## src/rtl/mips_instruction_fetch_mem_pkg.sv

```systemverilog
// Shared MIPS definitions for the fetch-side instruction memory: widths, fault codes and the
// boot image generator used by the ROM.
package MIPS_Generic_Definitions;

  localparam int Instruction_Width = 32;
  localparam logic [Instruction_Width-1:0] MIPS_NOP = 32'h0000_0000;

  typedef enum logic [1:0] {
    FAULT_NONE     = 2'b00,
    FAULT_MISALIGN = 2'b01,
    FAULT_RANGE    = 2'b10
  } fetch_fault_e;

  // Boot image: word i = 0x2000_0000 | {i[15:0], i[15:0]}, elaborated as a constant ROM so no
  // external image file is needed.
  function automatic logic [Instruction_Width-1:0] rom_word(input logic [31:0] idx);
    return 32'h2000_0000 | {idx[15:0], idx[15:0]};
  endfunction

endpackage

```

## src/rtl/mips_instruction_fetch_mem_if.sv

```systemverilog
// Fetch request/response channel between the PC unit (master) and instruction memory (slave).
interface mips_instruction_fetch_mem_if;
  import MIPS_Generic_Definitions::*;

  logic                         req_valid;
  logic                         req_ready;
  logic [31:0]                  req_addr;
  logic                         flush;
  logic                         rsp_valid;
  logic                         rsp_ready;
  logic [Instruction_Width-1:0] rsp_instr;
  logic [31:0]                  rsp_addr;
  fetch_fault_e                 rsp_fault;

  modport master (
    output req_valid, req_addr, flush, rsp_ready,
    input  req_ready, rsp_valid, rsp_instr, rsp_addr, rsp_fault
  );

  modport slave (
    input  req_valid, req_addr, flush, rsp_ready,
    output req_ready, rsp_valid, rsp_instr, rsp_addr, rsp_fault
  );
endinterface

```

## src/rtl/mips_sync_rom.sv

```systemverilog
// Registered-read instruction ROM; the output register only loads on en so it maps to block RAM.
module mips_sync_rom
  import MIPS_Generic_Definitions::*;
#(
  parameter int DEPTH = 256
) (
  input  logic                         clk,
  input  logic                         en,
  input  logic [$clog2(DEPTH)-1:0]     addr,
  output logic [Instruction_Width-1:0] rdata
);

  always_ff @(posedge clk) begin
    if (en) rdata <= rom_word(32'(addr));
  end

endmodule

```

## src/rtl/mips_instruction_fetch_mem.sv

```systemverilog
// Fetch-stage instruction memory: valid/ready request, programmable wait states, held response
// under back-pressure, flush on redirect and misalign/range fault reporting.
module mips_instruction_fetch_mem
  import MIPS_Generic_Definitions::*;
#(
  parameter int DEPTH       = 256,
  parameter int WAIT_STATES = 0
) (
  input  logic                         clk,
  input  logic                         rst_n,
  mips_instruction_fetch_mem_if.slave  bus
);

  localparam int AW = $clog2(DEPTH);
  localparam logic [3:0] CNT_INIT = (WAIT_STATES == 0) ? 4'd0 : 4'(WAIT_STATES - 1);

  typedef enum logic [1:0] {ST_IDLE, ST_WAIT, ST_RESP} state_e;

  state_e                       state_q, state_d;
  logic [3:0]                   cnt_q, cnt_d;
  logic                         accept;
  logic                         instr_ok_q;
  logic [31:0]                  addr_q;
  fetch_fault_e                 fault_q, fault_d;
  logic [Instruction_Width-1:0] rom_data;

  // Misalignment outranks range so a bad low address never reads as a valid far word.
  always_comb begin
    fault_d = FAULT_NONE;
    if (bus.req_addr[1:0] != 2'b00)                      fault_d = FAULT_MISALIGN;
    else if ({2'b00, bus.req_addr[31:2]} >= 32'(DEPTH))  fault_d = FAULT_RANGE;
  end

  always_comb begin
    state_d       = state_q;
    cnt_d         = cnt_q;
    bus.req_ready = 1'b0;
    accept        = 1'b0;
    case (state_q)
      ST_IDLE: bus.req_ready = ~bus.flush;
      ST_RESP: bus.req_ready = bus.rsp_ready & ~bus.flush;
      default: bus.req_ready = 1'b0;
    endcase
    accept = bus.req_valid & bus.req_ready;

    if (bus.flush) begin
      state_d = ST_IDLE;
      cnt_d   = 4'd0;
    end else begin
      case (state_q)
        ST_IDLE: if (accept) begin
          state_d = (WAIT_STATES == 0) ? ST_RESP : ST_WAIT;
          cnt_d   = CNT_INIT;
        end
        ST_WAIT: begin
          if (cnt_q == 4'd0) state_d = ST_RESP;
          else               cnt_d   = cnt_q - 4'd1;
        end
        ST_RESP: if (bus.rsp_ready) begin
          if (accept) begin
            state_d = (WAIT_STATES == 0) ? ST_RESP : ST_WAIT;
            cnt_d   = CNT_INIT;
          end else begin
            state_d = ST_IDLE;
          end
        end
        default: state_d = ST_IDLE;
      endcase
    end
  end

  always_ff @(posedge clk) begin
    if (!rst_n) begin
      state_q    <= ST_IDLE;
      cnt_q      <= 4'd0;
      addr_q     <= 32'd0;
      fault_q    <= FAULT_NONE;
      instr_ok_q <= 1'b0;
    end else begin
      state_q <= state_d;
      cnt_q   <= cnt_d;
      if (accept) begin
        addr_q     <= bus.req_addr;
        fault_q    <= fault_d;
        instr_ok_q <= (fault_d == FAULT_NONE);
      end
    end
  end

  mips_sync_rom #(.DEPTH(DEPTH)) u_rom (
    .clk   (clk),
    .en    (accept & rst_n),
    .addr  (bus.req_addr[AW+1:2]),
    .rdata (rom_data)
  );

  // ROM output only reloads on accept, so the held response stays stable under back-pressure.
  assign bus.rsp_valid = (state_q == ST_RESP);
  assign bus.rsp_instr = instr_ok_q ? rom_data : MIPS_NOP;
  assign bus.rsp_addr  = addr_q;
  assign bus.rsp_fault = fault_q;

endmodule

```

## src/flat_wrapper.sv

```systemverilog
// flat-port wrapper written by rule: the top's interface ports become plain ports
module mips_instruction_fetch_mem_flat import MIPS_Generic_Definitions::*;
#(
  parameter int DEPTH       = 256,
  parameter int WAIT_STATES = 0
)
  (clk, rst_n, bus_req_valid, bus_req_addr, bus_flush, bus_rsp_ready, bus_req_ready, bus_rsp_valid, bus_rsp_instr, bus_rsp_addr, bus_rsp_fault);
  mips_instruction_fetch_mem_if bus_i ();
  input  logic clk;
  input  logic rst_n;
  input wire logic [$bits(bus_i.req_valid)-1:0] bus_req_valid;
  input wire logic [$bits(bus_i.req_addr)-1:0] bus_req_addr;
  input wire logic [$bits(bus_i.flush)-1:0] bus_flush;
  input wire logic [$bits(bus_i.rsp_ready)-1:0] bus_rsp_ready;
  output wire logic [$bits(bus_i.req_ready)-1:0] bus_req_ready;
  output wire logic [$bits(bus_i.rsp_valid)-1:0] bus_rsp_valid;
  output wire logic [$bits(bus_i.rsp_instr)-1:0] bus_rsp_instr;
  output wire logic [$bits(bus_i.rsp_addr)-1:0] bus_rsp_addr;
  output wire logic [$bits(bus_i.rsp_fault)-1:0] bus_rsp_fault;
  assign bus_i.req_valid = bus_req_valid;
  assign bus_i.req_addr = bus_req_addr;
  assign bus_i.flush = bus_flush;
  assign bus_i.rsp_ready = bus_rsp_ready;
  assign bus_req_ready = bus_i.req_ready;
  assign bus_rsp_valid = bus_i.rsp_valid;
  assign bus_rsp_instr = bus_i.rsp_instr;
  assign bus_rsp_addr = bus_i.rsp_addr;
  assign bus_rsp_fault = bus_i.rsp_fault;
  mips_instruction_fetch_mem #(.DEPTH(DEPTH), .WAIT_STATES(WAIT_STATES)) u_core (.clk(clk), .rst_n(rst_n), .bus(bus_i));
endmodule
```

## config.mk

```make
export PLATFORM = sky130hd
export DESIGN_NAME = mips_instruction_fetch_mem_flat
export DESIGN_NICKNAME = d
export VERILOG_FILES = /design/src/rtl/mips_instruction_fetch_mem_pkg.sv /design/src/rtl/mips_instruction_fetch_mem_if.sv /design/src/rtl/mips_sync_rom.sv /design/src/rtl/mips_instruction_fetch_mem.sv /design/src/flat_wrapper.sv
export SDC_FILE = /design/constraint.sdc
export NUM_CORES = 1
export LEC_CHECK = 0
export ABC_CLOCK_PERIOD_IN_PS = 1500
export CAP_MARGIN = 15
export CELL_PAD_IN_SITES_DETAIL_PLACEMENT = 1
export CELL_PAD_IN_SITES_GLOBAL_PLACEMENT = 1
export CORE_ASPECT_RATIO = 0.8
export CORE_MARGIN = 2
export CORE_UTILIZATION = 27
export DETAILED_ROUTE_END_ITERATION = 10
export PLACE_DENSITY = 0.86
export SLEW_MARGIN = 20
export SYNTH_ARGS = -nofsm -noshare
export SYNTH_HDL_FRONTEND = slang
export SYNTH_SLANG_ARGS = --single-unit
```

## constraint.sdc

```tcl
create_clock -name clk -period 1.5 [get_ports clk]
set_input_delay 0.15 -clock clk [delete_from_list [all_inputs] [get_ports clk]]
set_output_delay 0.15 -clock clk [all_outputs]
set_load 0.1 [all_outputs]
```

==> out/results.txt <==
Depth of the worst register-to-register path - 5
HP Class - in2reg
Maximum resistive drop on vdd - 0.000416 V
Startpoint class of the critical path - input port
Post-detailed-route DRC marker count - 0
Synthesis warning total - 0
Placer congestion estimate - 0.796
Final-report max-slew violation count - 0
Longest individual stage delay on the worst path - 440 ps
Number of H-tree levels - 2
Maximum number of pins on one net before global-route repair - 32
Pre-CTS setup slack - -180 ps
Max Root-Sink Buffers - 2
Number of violations of the max-capacitance limit - 0
Overall global routing resource usage - 15.6%
Wire length of the first global-routing pass - 9600 um
Share of layout cells above drive strength 1 - 29.0%
Hold Path Sink - u_core.bus.rsp_addr[10]
Run status - finished, final reports clean
DP HPWL - 4760 um
Crit Path Class - in2reg
Total congestion overflow - 0
Mean number of vias per cell - 4.37
Instance count along the most critical hold path - 3
Final WL - 5870 um
Final Cycle Share - 89.8%
Quantity of hold-fixing buffers added after cts - 0
Cell breakdown of the critical path - clkdlybuf4s50_1, nor4_1, nand4_1, o211ai_1, a21boi_0
Cell row count - 27
Number of buffer and inverter instances along the worst setup path - 1
CTS tree - yes
Clock sink count - 44
DR iter-0 viols - 45
Minimum period implied by the final worst setup slack - 1350 ps
Netlist Area Pre-Place - 0.00191 mm2
Total power - 3.21 mW
IO Count - 105
Flop2flop setup slack - 280 ps
Count of state elements after synthesis - 44
Cts bufs inserted - 5
Die X - 98.1 um
Initial antenna violation count - 0
Mean instance size in the synthesized netlist - 9.10 um2
Max Freq - 743 MHz
Count of instances resized after the clock tree is built - 1
Floorplan die height - 79.3 um
Endpoint kind of the worst setup timing path - flop
Data arrival time of the worst path - 1520 ps
Worst path top cell family by delay - simple AND/OR/NAND/NOR gates
Clock tree skew after final layout - 11.1 ps
Total core area - 0.00686 mm2
Initial core utilization - 27.9%
Most common library cell in the layout ignoring fill and taps - sky130_fd_sc_hd__nand2_1
Total Nets Final - 333
Setup Fix Bufs, Post-CTS - 0
Instance count of the mapped netlist - 210
Clock transition at the register clock pins on the worst setup and hold paths after CTS - 90 ps
Vias - 1679
Fraction of the yosys area taken by sequential cells - 50.3%
Die outline area - 0.00777 mm2
Commonest cells after routing, fill and taps aside - sky130_fd_sc_hd__nand2_1 (67), sky130_fd_sc_hd__buf_12 (59), sky130_fd_sc_hd__clkdlybuf4s50_1 (36)
Clock insertion delay at the later pin of the skew report - 300 ps
Post-synthesis cell type count - 25
Static leakage - 1.37 nW
Worst path slowest cell - sky130_fd_sc_hd__clkdlybuf4s50_1
Startpoint of the worst register-to-register path - u_core.state_q[1]
Root Buffer Master - sky130_fd_sc_hd__clkbuf_8
Critical register-to-register path endpoint - u_core.bus.rsp_addr[27]
Number of detailed-routing iterations run before antenna repair - 4
Worst-case setup margin in the final layout - 153 ps
Residual antenna-violating net count after detailed routing - 0
Setup-failing EPs final - 0
Required arrival time at the worst endpoint - 1680 ps
Via count of the first global-routing pass - 1859
N_diodes - 0
Critical-path maximum fanout - 2
Number of port buffers - 89
Synth-to-Final Area Change - 84.6%
Final hold viol count - 0
Pwr per Cell Area - 908 mW/mm2
Post-DR wirelength/cell - 15.3 um
Launch point of the worst hold path - bus_req_addr[10]
Unrepaired setup endpoints after global routing - no
## worst max-delay path by stage
stage                                 start                 endpoint  slack, ps  cells after the start
after detailed placement   bus_req_addr[31]  u_core.bus.rsp_fault[1]       -180                      6
after floorplan           u_core.state_q[1]            bus_req_ready        -50                      2
after global routing       bus_req_addr[31]  u_core.bus.rsp_fault[1]         50                      6
after global placement     bus_req_addr[31]  u_core.bus.rsp_fault[1]        -60                      6
after CTS                 u_core.instr_ok_q        bus_rsp_instr[16]        130                      2
final                      bus_req_addr[29]  u_core.bus.rsp_fault[1]        150                      5
## layout make-up
type                            count  area [um2]
Multi-Input combinational cell    145         761
Fill cell                         759        3330
Sequential cell                    44         966
Clock inverter                      3        46.3
Timing Repair Buffer              100        1580
Clock buffer                        5        68.8
Tap cell                           87         109
## cells in the mapped netlist
cell | instances | area share, %
sky130_fd_sc_hd__buf_6 | 4 | 2.4
sky130_fd_sc_hd__dfxtp_1 | 36 | 38
sky130_fd_sc_hd__buf_2 | 3 | 0.79
sky130_fd_sc_hd__nand2_1 | 67 | 13
sky130_fd_sc_hd__nor4_1 | 5 | 1.6
sky130_fd_sc_hd__nand4_1 | 1 | 0.33
sky130_fd_sc_hd__and2_4 | 1 | 0.46
sky130_fd_sc_hd__o31ai_1 | 1 | 0.39
sky130_fd_sc_hd__conb_1 | 1 | 0.20
sky130_fd_sc_hd__nor2b_1 | 1 | 0.33
sky130_fd_sc_hd__edfxtp_1 | 8 | 13
sky130_fd_sc_hd__a21boi_1 | 29 | 11
sky130_fd_sc_hd__buf_4 | 24 | 9.4
sky130_fd_sc_hd__nand2b_1 | 1 | 0.33
sky130_fd_sc_hd__nand3_1 | 2 | 0.52
sky130_fd_sc_hd__nor2b_4 | 1 | 0.72
sky130_fd_sc_hd__o211a_1 | 1 | 0.52
sky130_fd_sc_hd__a21boi_0 | 4 | 1.6
sky130_fd_sc_hd__nor3b_1 | 1 | 0.39
sky130_fd_sc_hd__nand2_2 | 1 | 0.33
sky130_fd_sc_hd__and3_1 | 1 | 0.33
sky130_fd_sc_hd__and2_1 | 8 | 2.6
sky130_fd_sc_hd__nor2_1 | 4 | 0.79
sky130_fd_sc_hd__clkbuf_1 | 4 | 0.79
sky130_fd_sc_hd__o211ai_1 | 1 | 0.39
## power breakdown
group | total [mW] | leakage, nW | internal [mW] | switching (mW)
registers | 1.30 | 0.369 | 1.25 | 0.0474
logic | 0.968 | 0.943 | 0.335 | 0.633
clock network | 0.938 | 0.0548 | 0.502 | 0.436
## worst min-delay path, stage by stage
cell and delay (ps):
sky130_fd_sc_hd__clkdlybuf4s50_1 420, sky130_fd_sc_hd__nand2_1 60, sky130_fd_sc_hd__a21boi_1 50
## registers in the layout (all words and copies together), names as in the netlist
name / count
u_core.state_q: 1
u_core.instr_ok_q: 1
u_core.bus.rsp_addr: 32
u_core.u_rom.rdata: 8
u_core.bus.rsp_fault: 2
## metal layers
metal  part of all wire, %  GRT usage (%)  wire length (um)  vias up
met4                   1.0           4.31                59        0
li1                      -              -                 -      818
met2                    54           29.5              3160       52
met1                    40           17.5              2350      800
met3                   5.0           3.96               291        9
met5                     0              0                 0        -
## per-stage QoR
step	cells	setup TNS (ps)	hold WS, ps	util, %	area [um2]
after floorplan	224	-52.2	216	-	1980
after global placement	376	-56.3	478	49.8	3410
after detailed placement	376	-289	485	49.8	3410
after CTS	384	0	416	51.5	3530
after global routing	384	0	417	51.5	3530
final	384	0	425	51.5	3530
## cells by family after synthesis
kind of cell | synth area share (%)
other cells | 0.196
simple gates | 21.9
buf+inv | 13.4
flops | 50.3
compound gates | 14.3
No activity file was read; power rests on OpenSTA's default activity.
